File: src/rtl/tiny_cpu_param.sv
// tiny_cpu_param: parametrised TinyCPU datapath with an NREG-entry register file, a single-cycle ALU,
// registered Result/{N,C,Z} flags and a multi-cycle shift-add MUL that back-pressures the source.
module tiny_cpu_param #(
  parameter  int DATA_W  = 8,
  parameter  int NREG    = 4,
  localparam int RA_W    = $clog2(NREG),
  localparam int INSTR_W = 4 + 2*RA_W + DATA_W
) (
  input  logic               Clk,
  input  logic               Reset,
  input  logic [INSTR_W-1:0] In,
  input  logic               InValid,
  output logic               InReady,
  output logic [DATA_W-1:0]  Result,
  output logic [2:0]         Flags,
  output logic               Done,
  output logic               IllegalOp,
  input  logic [RA_W-1:0]    DbgSel,
  output logic [DATA_W-1:0]  DbgData
);

  localparam int CNT_W = $clog2(DATA_W);

  typedef enum logic [3:0] {
    OP_CLR = 4'h0, OP_LDI = 4'h1, OP_MOV = 4'h2, OP_ADD = 4'h3,
    OP_SUB = 4'h4, OP_XOR = 4'h5, OP_AND = 4'h6, OP_SHR = 4'h7,
    OP_SHL = 4'h8, OP_CMP = 4'h9, OP_MUL = 4'hA
  } op_e;

  typedef enum logic {ST_IDLE, ST_MUL} state_e;

  logic [3:0]          op;
  logic [RA_W-1:0]     rd, rs;
  logic [DATA_W-1:0]   imm, a, b;
  logic [DATA_W-1:0]   regs [NREG];
  logic [DATA_W-1:0]   result_q;
  logic [2:0]          flags_q;
  logic                done_q, illegal_q;
  state_e              state, state_nxt;
  logic                accept, mul_last;
  logic [2*DATA_W-1:0] mcand, acc, acc_nxt;
  logic [DATA_W-1:0]   mplier;
  logic [CNT_W-1:0]    cnt;

  logic [DATA_W-1:0]   alu_res, wr_val;
  logic [2:0]          alu_flags;
  logic [DATA_W:0]     ext;
  logic                upd, wr_reg, clr_all, illegal;

  assign op  = In[INSTR_W-1 -: 4];
  assign rd  = In[DATA_W+2*RA_W-1 -: RA_W];
  assign rs  = In[DATA_W+RA_W-1 -: RA_W];
  assign imm = In[DATA_W-1:0];
  assign a   = regs[rd];
  assign b   = regs[rs];

  assign accept   = InValid & InReady;
  assign mul_last = (state == ST_MUL) && (cnt == CNT_W'(DATA_W-1));
  assign acc_nxt  = acc + (mplier[0] ? mcand : '0);

  function automatic logic [2:0] nzc(input logic [DATA_W-1:0] v, input logic c);
    return {v[DATA_W-1], c, v == '0};
  endfunction

  always_ff @(posedge Clk or posedge Reset) begin
    if (Reset) state <= ST_IDLE;
    else       state <= state_nxt;
  end

  always_comb begin
    state_nxt = state;
    case (state)
      ST_IDLE: if (accept && op == OP_MUL) state_nxt = ST_MUL;
      ST_MUL:  if (mul_last)               state_nxt = ST_IDLE;
      default:                             state_nxt = ST_IDLE;
    endcase
  end

  always_comb begin
    InReady = (state == ST_IDLE);
  end

  always_comb begin
    // NOTE: every signal driven here gets a default first, so no path leaves one unassigned and infers a latch.
    alu_res   = result_q;
    alu_flags = flags_q;
    ext       = '0;
    wr_val    = '0;
    upd       = 1'b0;
    wr_reg    = 1'b0;
    clr_all   = 1'b0;
    illegal   = 1'b0;
    case (op)
      OP_CLR: clr_all = 1'b1;
      OP_LDI: begin wr_reg = 1'b1; wr_val = imm;      end
      OP_MOV: begin wr_reg = 1'b1; wr_val = result_q; end
      OP_ADD: begin
        ext = {1'b0, a} + {1'b0, b};
        upd = 1'b1; alu_res = ext[DATA_W-1:0]; alu_flags = nzc(alu_res, ext[DATA_W]);
      end
      OP_SUB: begin
        ext = {1'b0, a} - {1'b0, b};
        upd = 1'b1; alu_res = ext[DATA_W-1:0]; alu_flags = nzc(alu_res, ext[DATA_W]);
      end
      OP_XOR: begin upd = 1'b1; alu_res = a ^ b; alu_flags = nzc(alu_res, 1'b0); end
      OP_AND: begin upd = 1'b1; alu_res = a & b; alu_flags = nzc(alu_res, 1'b0); end
      OP_SHR: begin upd = 1'b1; alu_res = a >> 1; alu_flags = nzc(alu_res, a[0]); end
      OP_SHL: begin upd = 1'b1; alu_res = a << 1; alu_flags = nzc(alu_res, a[DATA_W-1]); end
      OP_CMP: begin
        // The extended difference gives N from its MSB and the borrow (a<b) from its top bit.
        ext = {1'b0, a} - {1'b0, b};
        upd = 1'b1; alu_flags = {ext[DATA_W-1], ext[DATA_W], a == b};
      end
      OP_MUL: ;
      default: illegal = 1'b1;
    endcase
  end

  // NOTE: sequential state uses non-blocking assignments so every flop samples pre-edge values.
  always_ff @(posedge Clk or posedge Reset) begin
    if (Reset) begin
      // NOTE: the register file is a handful of flops that must read zero after reset, so it is reset like any other state.
      for (int i = 0; i < NREG; i++) regs[i] <= '0;
      result_q  <= '0;
      flags_q   <= '0;
      done_q    <= 1'b0;
      illegal_q <= 1'b0;
      mcand     <= '0;
      mplier    <= '0;
      acc       <= '0;
      cnt       <= '0;
    end else begin
      done_q    <= 1'b0;
      illegal_q <= 1'b0;
      if (accept) begin
        if (op == OP_MUL) begin
          mcand  <= {{DATA_W{1'b0}}, a};
          mplier <= b;
          acc    <= '0;
          cnt    <= '0;
        end else begin
          done_q    <= 1'b1;
          illegal_q <= illegal;
          if (clr_all) begin
            for (int i = 0; i < NREG; i++) regs[i] <= '0;
            result_q <= '0;
            flags_q  <= '0;
          end else begin
            if (wr_reg) regs[rd] <= wr_val;
            if (upd) begin
              result_q <= alu_res;
              flags_q  <= alu_flags;
            end
          end
        end
      end else if (state == ST_MUL) begin
        // One multiplier bit per edge; the DATA_W-th edge commits the finished product.
        acc    <= acc_nxt;
        mcand  <= mcand << 1;
        mplier <= mplier >> 1;
        cnt    <= cnt + 1'b1;
        if (mul_last) begin
          result_q <= acc_nxt[DATA_W-1:0];
          flags_q  <= nzc(acc_nxt[DATA_W-1:0], |acc_nxt[2*DATA_W-1:DATA_W]);
          done_q   <= 1'b1;
        end
      end
    end
  end

  assign Result    = result_q;
  assign Flags     = flags_q;
  assign Done      = done_q;
  assign IllegalOp = illegal_q;
  assign DbgData   = regs[DbgSel];

endmodule

File: config.mk
export PLATFORM = sky130hd
export DESIGN_NAME = tiny_cpu_param
export DESIGN_NICKNAME = d
export VERILOG_FILES = /design/src/rtl/tiny_cpu_param.sv
export SDC_FILE = /design/constraint.sdc
export NUM_CORES = 1
export LEC_CHECK = 0
export CAP_MARGIN = 30
export CELL_PAD_IN_SITES_DETAIL_PLACEMENT = 1
export CELL_PAD_IN_SITES_GLOBAL_PLACEMENT = 1
export CORE_MARGIN = 1.5
export CORE_UTILIZATION = 42
export CTS_CLUSTER_DIAMETER = 120
export DETAILED_ROUTE_END_ITERATION = 10
export PLACE_DENSITY_LB_ADDON = 0.3
export SLEW_MARGIN = 20
export SYNTH_ARGS = -nofsm -noshare
export SYNTH_HDL_FRONTEND = slang
export SYNTH_SLANG_ARGS = --single-unit
File: constraint.sdc
create_clock -name Clk -period 3 [get_ports Clk]
set_input_delay 0.9 -clock Clk [delete_from_list [all_inputs] [get_ports Clk]]
set_output_delay 0.9 -clock Clk [all_outputs]
set_load 0.02 [all_outputs]
Yosys cells after proc, flatten, opt, wreduce, memory -nomap -nowiden
Cells that the tools add are included.
- memories: 0
- RAM bits: 0
- output and inout bits: 22
- ROM bits: 0
- latch bits: 0
- register bits: 89
- shift operators: 0
- mux-type cells: 55
- magnitude comparators: 4
- divide/modulo/power cells: 0
- bitwise operators: 8
- reduce and logical (&&, ||, !) cells: 22
- add/subtract/negate cells: 4
- eq/ne operators: 17
- multiply operators: 0
- operators by type and width (cell ; number):
    $mux 8 ; 16
    $mux 16 ; 7
    $mux 32 ; 2
    $logic_not 8->1 ; 7
    $bmux 8 s2 ; 3
    $pmux 8 s6 ; 1
    $bwmux 32 ; 1
    $mux 3 ; 9
    $pmux 3 s7 ; 1
    $add 16x16->16 ; 1
    $demux 8 s2 ; 1
    $eq 4x3->1 const B ; 4
    $pmux 8 s2 ; 1
    $eq 4x4->1 const B ; 3
    $mux 1 ; 12
    $reduce_and 5->1 ; 2
    $reduce_or 10->1 ; 1
    $add 8x8->9 ; 1
    $ge 3x3->1 const B ; 3
    $ne 9x1->1 const B ; 1
    $not 2->3 ; 3
    $sub 8x8->9 ; 1
    $and 8x8->8 ; 1
    $eq 4x2->1 const B ; 2
    other kinds (21) ; 26

Logic depth before layout (Yosys ltp)
- depth in word-level cells: 11
- mapped depth: 13

Least setup slack after synthesis
No wires, ideal clock.
- path type: input-to-reg
- start point: input port In[8]
- end point: register flags_q[1] (netlist: Flags[1])
- setup time: 129 ps
- data arrival time: 3823 ps
- cell stages on the path: 12
- setup slack: -953 ps
- data required time: 2871 ps
- cell sequence: clkbuf_1 mux4_2 ha_1 fa_1 nand2b_1 o2bb2ai_1 o22ai_1 o2111ai_1 o311a_1 nor4_1 nand4b_1 o41a_1
- cells in the longest elaborated chain, start to end: 10
- ends and longest elaborated chain (item ; RTL line ; text):
    start, declared ; 11 ; input logic [INSTR_W-1:0] In,
    $not 2->3 (implied by the code) (*) ; 55 ; assign b = regs[rs];
    $bmux 8 s2 (*) ; 55 ;
    $mux 8 (implied by the code) (*) (2 in a row) ; 55 ;
    $sub 8x8->9 or $add 8x8->9 (tied branches) ; 102, 111, 98 ;
    $pmux 3 s7 (*) ; 93 ; case (op)
    $mux 3 (*) ; 150 ; if (upd) begin
    $mux 3 (*) ; 144 ; if (clr_all) begin
    $mux 3 (*) ; 136 ; if (op == OP_MUL) begin
    $mux 3 (*) ; 135 ; if (accept) begin
    end signal, assigned ; 152 ; flags_q <= alu_flags;
    end signal, assigned ; 164 ; flags_q <= nzc(acc_nxt[DATA_W-1:0], |acc_nxt[2*DATA_W-1:DATA_W]);
    end, declared ; 37 ; logic [2:0] flags_q;
Mark *: on every way between the ends. The rest lies on a longest branch, timed or not. The select of a mux whose other input is x is not followed.
A chain may end at the register's enable or synchronous reset.

Worst setup path in the final report
- start point: input port In[8]
- end point: register flags_q[0] (netlist: Flags[0])
- cells in the longest elaborated chain, start to end: 11
- ends and longest elaborated chain (item ; RTL line ; text):
    $not 2->3 (implied by the code) (*) ; 55 ;
    $bmux 8 s2 (*) ; 55 ;
    $mux 8 (implied by the code) (*) (2 in a row) ; 55 ;
    $sub 8x8->9, or another cell as far along ; 102 ; ext = {1'b0, a} - {1'b0, b};
    $logic_not 8->1 ; 62 ; return {v[DATA_W-1], c, v == '0};
    $pmux 3 s7 (*) ; 93 ;
    $mux 3 (*) ; 150 ;
    $mux 3 (*) ; 144 ;
    $mux 3 (*) ; 136 ;
    $mux 3 (*) ; 135 ;
Marked as above.

==> impl_results.md <==
* Status: finished, violations left
* Failing checks: negative setup slack
* DR DRC count at 0
* Crit-path slowest cell: mux4_2
* Synth Register Bits at 89
* Worst min-delay path class: reg2reg
* WL final at 25.6 mm
* Fin crit period at 3.34 ns
* CTS Buf Count at 9
* Nets at 903
* Critical path origin: In[8]
* Critical Path, Cell by Cell: buf_8 -> mux4_2 -> ha_4 -> fa_2 -> nand2b_4 -> buf_6 -> a21oi_4 -> nor2_4 -> xnor2_2 -> nor4_2 -> buf_4 -> and4b_1 -> a2bb2oi_2 -> a31o_1
* Tcrit/Tclk final at 111%
* CTS tree: yes
* Hold path startpoint: cnt[0]
* Measured slew at the worst slew-check pin at 0.652 ns
* Final WS setup at -0.342 ns
* CP Max Fanout at 3
* CP startpoint kind: primary input
* # diodes at 0
* Post-route cell area at 8790 um^2
* Synthesis-to-layout area growth at 40.1%
* Die height at 125 um
* Syn Std Cell Area at 6280 um^2
* Yosys cell types at 66
* Inst Count DP at 1,004
* Top cells by area, synth: dfrtp_1, mux4_2, ha_1
* Rel. slew slack at 56.2%
* Clock root cell: clkbuf_16
* Synth Area per Inst at 9.33 um^2
* MaxCap Viol Count at 0
* Fillers at 1,621
* Footprint of the multi-input gates at 4200 um^2
* Post-synth top area share at 35.5%
* Synth area leader: dfrtp_1
* Initial Utilization at 43.0%
* Seq. cell area at 2230 um^2
* Slowest cell delay on critical path at 0.57 ns
* Worst-Skew Late Latency at 0.36 ns
* Drt via density at 6.15
* Fin cells at 1,035
* Post-synth EDFFs at 0
* Maximum VDD drop at 0.296 mV
* Max Slew Vio Count at 0
* GRT Overall Usage at 32.8%
* Ys Warns at 0
* Syn Inst Count at 673
* Pin count of the biggest net entering global routing at 57
* H-tree levels at 3
* Cell with the most instances after synthesis: nand2_1
* Pwr dens at 538 nW/um^2
* Antenna-violating nets left at 0
* Die Area at 15,700 um^2
* Register area share after synthesis at 35.5%
* DRT iter0 DRCs at 506
* Area of the core at 14,600 um^2
* CP endpoint kind: register
* Ports at 43
* CTS Hold Bufs at 0
* Leakage Power at 0.00402 uW
* WHS at 0.489 ns
* Crit path kind: in2reg
* Clk sink count at 89
* Vias at 6,369
* Share of cells above drive strength 1 at 33.6%
* HPWL after detailed placement at 19.2 mm
* Async set-or-reset flop fraction in the synthesized netlist at 100%
* Placed inst area at 7980 um^2
* Initial antenna violation count at 0
* 1st-pass router iterations at 5
* First-pass GRT wire length at 39.2 mm
* Gpl congestion at 0.977
* Setup violations, final at 8
* Net Count, Synth at 730
* Dominant synthesized flop cell: dfrtp_1
* Drt wl/cell at 24.7 um
* RSZ-0062 raised after global routing: true
* Overflow after GRT at 0
* Max Clock Freq at 299 MHz
* Port Buffer Count at 42
* CTS clk-pin slew, worst paths at 0.07 ns
* Number of global-route vias before repair at 6,961
* Reg2reg start: regs[0]
* CTS max path bufs at 2
* Final hold vios at 0
* Synth top cells by count: nand2_1, dfrtp_1, o21ai_0, nor2_1, a22o_1
* Die Wd at 125 um
* FP Rows at 44
* Worst path arrival time at 3.64 ns
* Fin Clk Skew at 0.00952 ns
* CP required at 3.30 ns
## flip-flops by register name, indices dropped and copies added, names as in the netlist
register / cells
state: 1
Done: 1
mcand: 16
cnt: 3
Result: 8
regs: 32
acc: 16
IllegalOp: 1
Flags: 3
mplier: 8
## metrics by stage
stage                     setup WS (ns)  setup TNS [ns]  power [uW]  util [%]
after global routing             -0.463           -2.28        4960      60.3
after global placement            -1.16          -15.79        3260      54.7
after CTS                        -0.410           -1.44        4690      59.2
after detailed placement          -1.30          -16.60        3350      54.7
after floorplan                  -0.489           -1.49        2560         -
final                            -0.342           -1.53        4730      60.3
## worst max-delay path, delay by kind of cell
| kind | cells | cell delay, ns |
|---|---|---|
| buf+inv | 3 | 0.33 |
| simple gates | 4 | 0.75 |
| fa+ha+maj | 2 | 0.65 |
| compound gates | 3 | 0.33 |
| mux | 1 | 0.57 |
| xor+xnor | 1 | 0.10 |
## kinds of logic after synthesis
| logic type | count (synthesis) | share of synthesized area [%] |
|---|---|---|
| AOI/OAI and AO/OA | 207 | 23.2 |
| adders and majority gates | 36 | 7.53 |
| muxes | 33 | 10.2 |
| buffers and inverters | 71 | 4.45 |
| and+or+nand+nor | 214 | 15.9 |
| DFF | 89 | 35.5 |
| xor gates and xnor gates | 23 | 3.21 |
## layout make-up
| type | instances | share of cell area (%) |
|---|---|---|
| multi-input cells | 513 | 47.8 |
| flip-flops and latches | 89 | 25.3 |
| repair buffers | 201 | 19.2 |
| well taps | 184 | 2.62 |
| clock buffers | 10 | 2.60 |
| inverters | 32 | 1.41 |
| clock inverters | 6 | 1.02 |
## per-layer routing
layer	global-route usage [%]	vias to the layer above	wire, um
li1	-	2816	-
met1	37.9	3274	10000
met2	57.8	222	13300
met3	7.06	57	1370
met4	15.5	0	914
met5	0	-	0
## cell usage in the layout, fill, tap and decap left out, types with 5 or more instances in the layout
master,instances
clkdlybuf4s50_1,28
mux2i_1,8
dfrtp_1,89
and2_1,17
ha_4,6
nor2b_1,5
clkbuf_16,9
buf_2,6
nor3_1,7
o21ai_0,39
xnor2_2,6
o21ai_2,7
nand2b_1,7
a22oi_1,13
buf_6,14
ha_1,23
mux4_2,25
a21oi_2,8
inv_2,5
nor2_1,36
inv_1,26
nand3_1,11
a22o_1,36
xnor2_1,10
nand2_1,94
a21oi_1,24
xor2_1,6
o21ai_1,17
buf_4,141
o22ai_1,7
a21o_1,5
## what timing repair did
action,in CTS,in global routing
gates resized for setup,105,35
buffers inserted,14,5
pin swaps,33,24
endpoints found under the setup margin,19,12
## final timing paths
check / to / slack, ns / cells past startpoint
min: cnt[0] / 0.49 / 1
min reg2reg: cnt[0] / 0.49 / 1
max: Flags[0] / -0.34 / 14
min in group asynchronous: acc[0] / 0.93 / 2
max reg2reg: Flags[0] / -0.17 / 13
max in group asynchronous: regs[29] / 1.42 / 3
## power breakdown
part	total, uW	switching, uW	internal, uW
Sequential	1610	202	1410
Combinational	1880	1080	798
Clock	1240	509	735
Note: power is estimated with default switching activity, not from simulation.
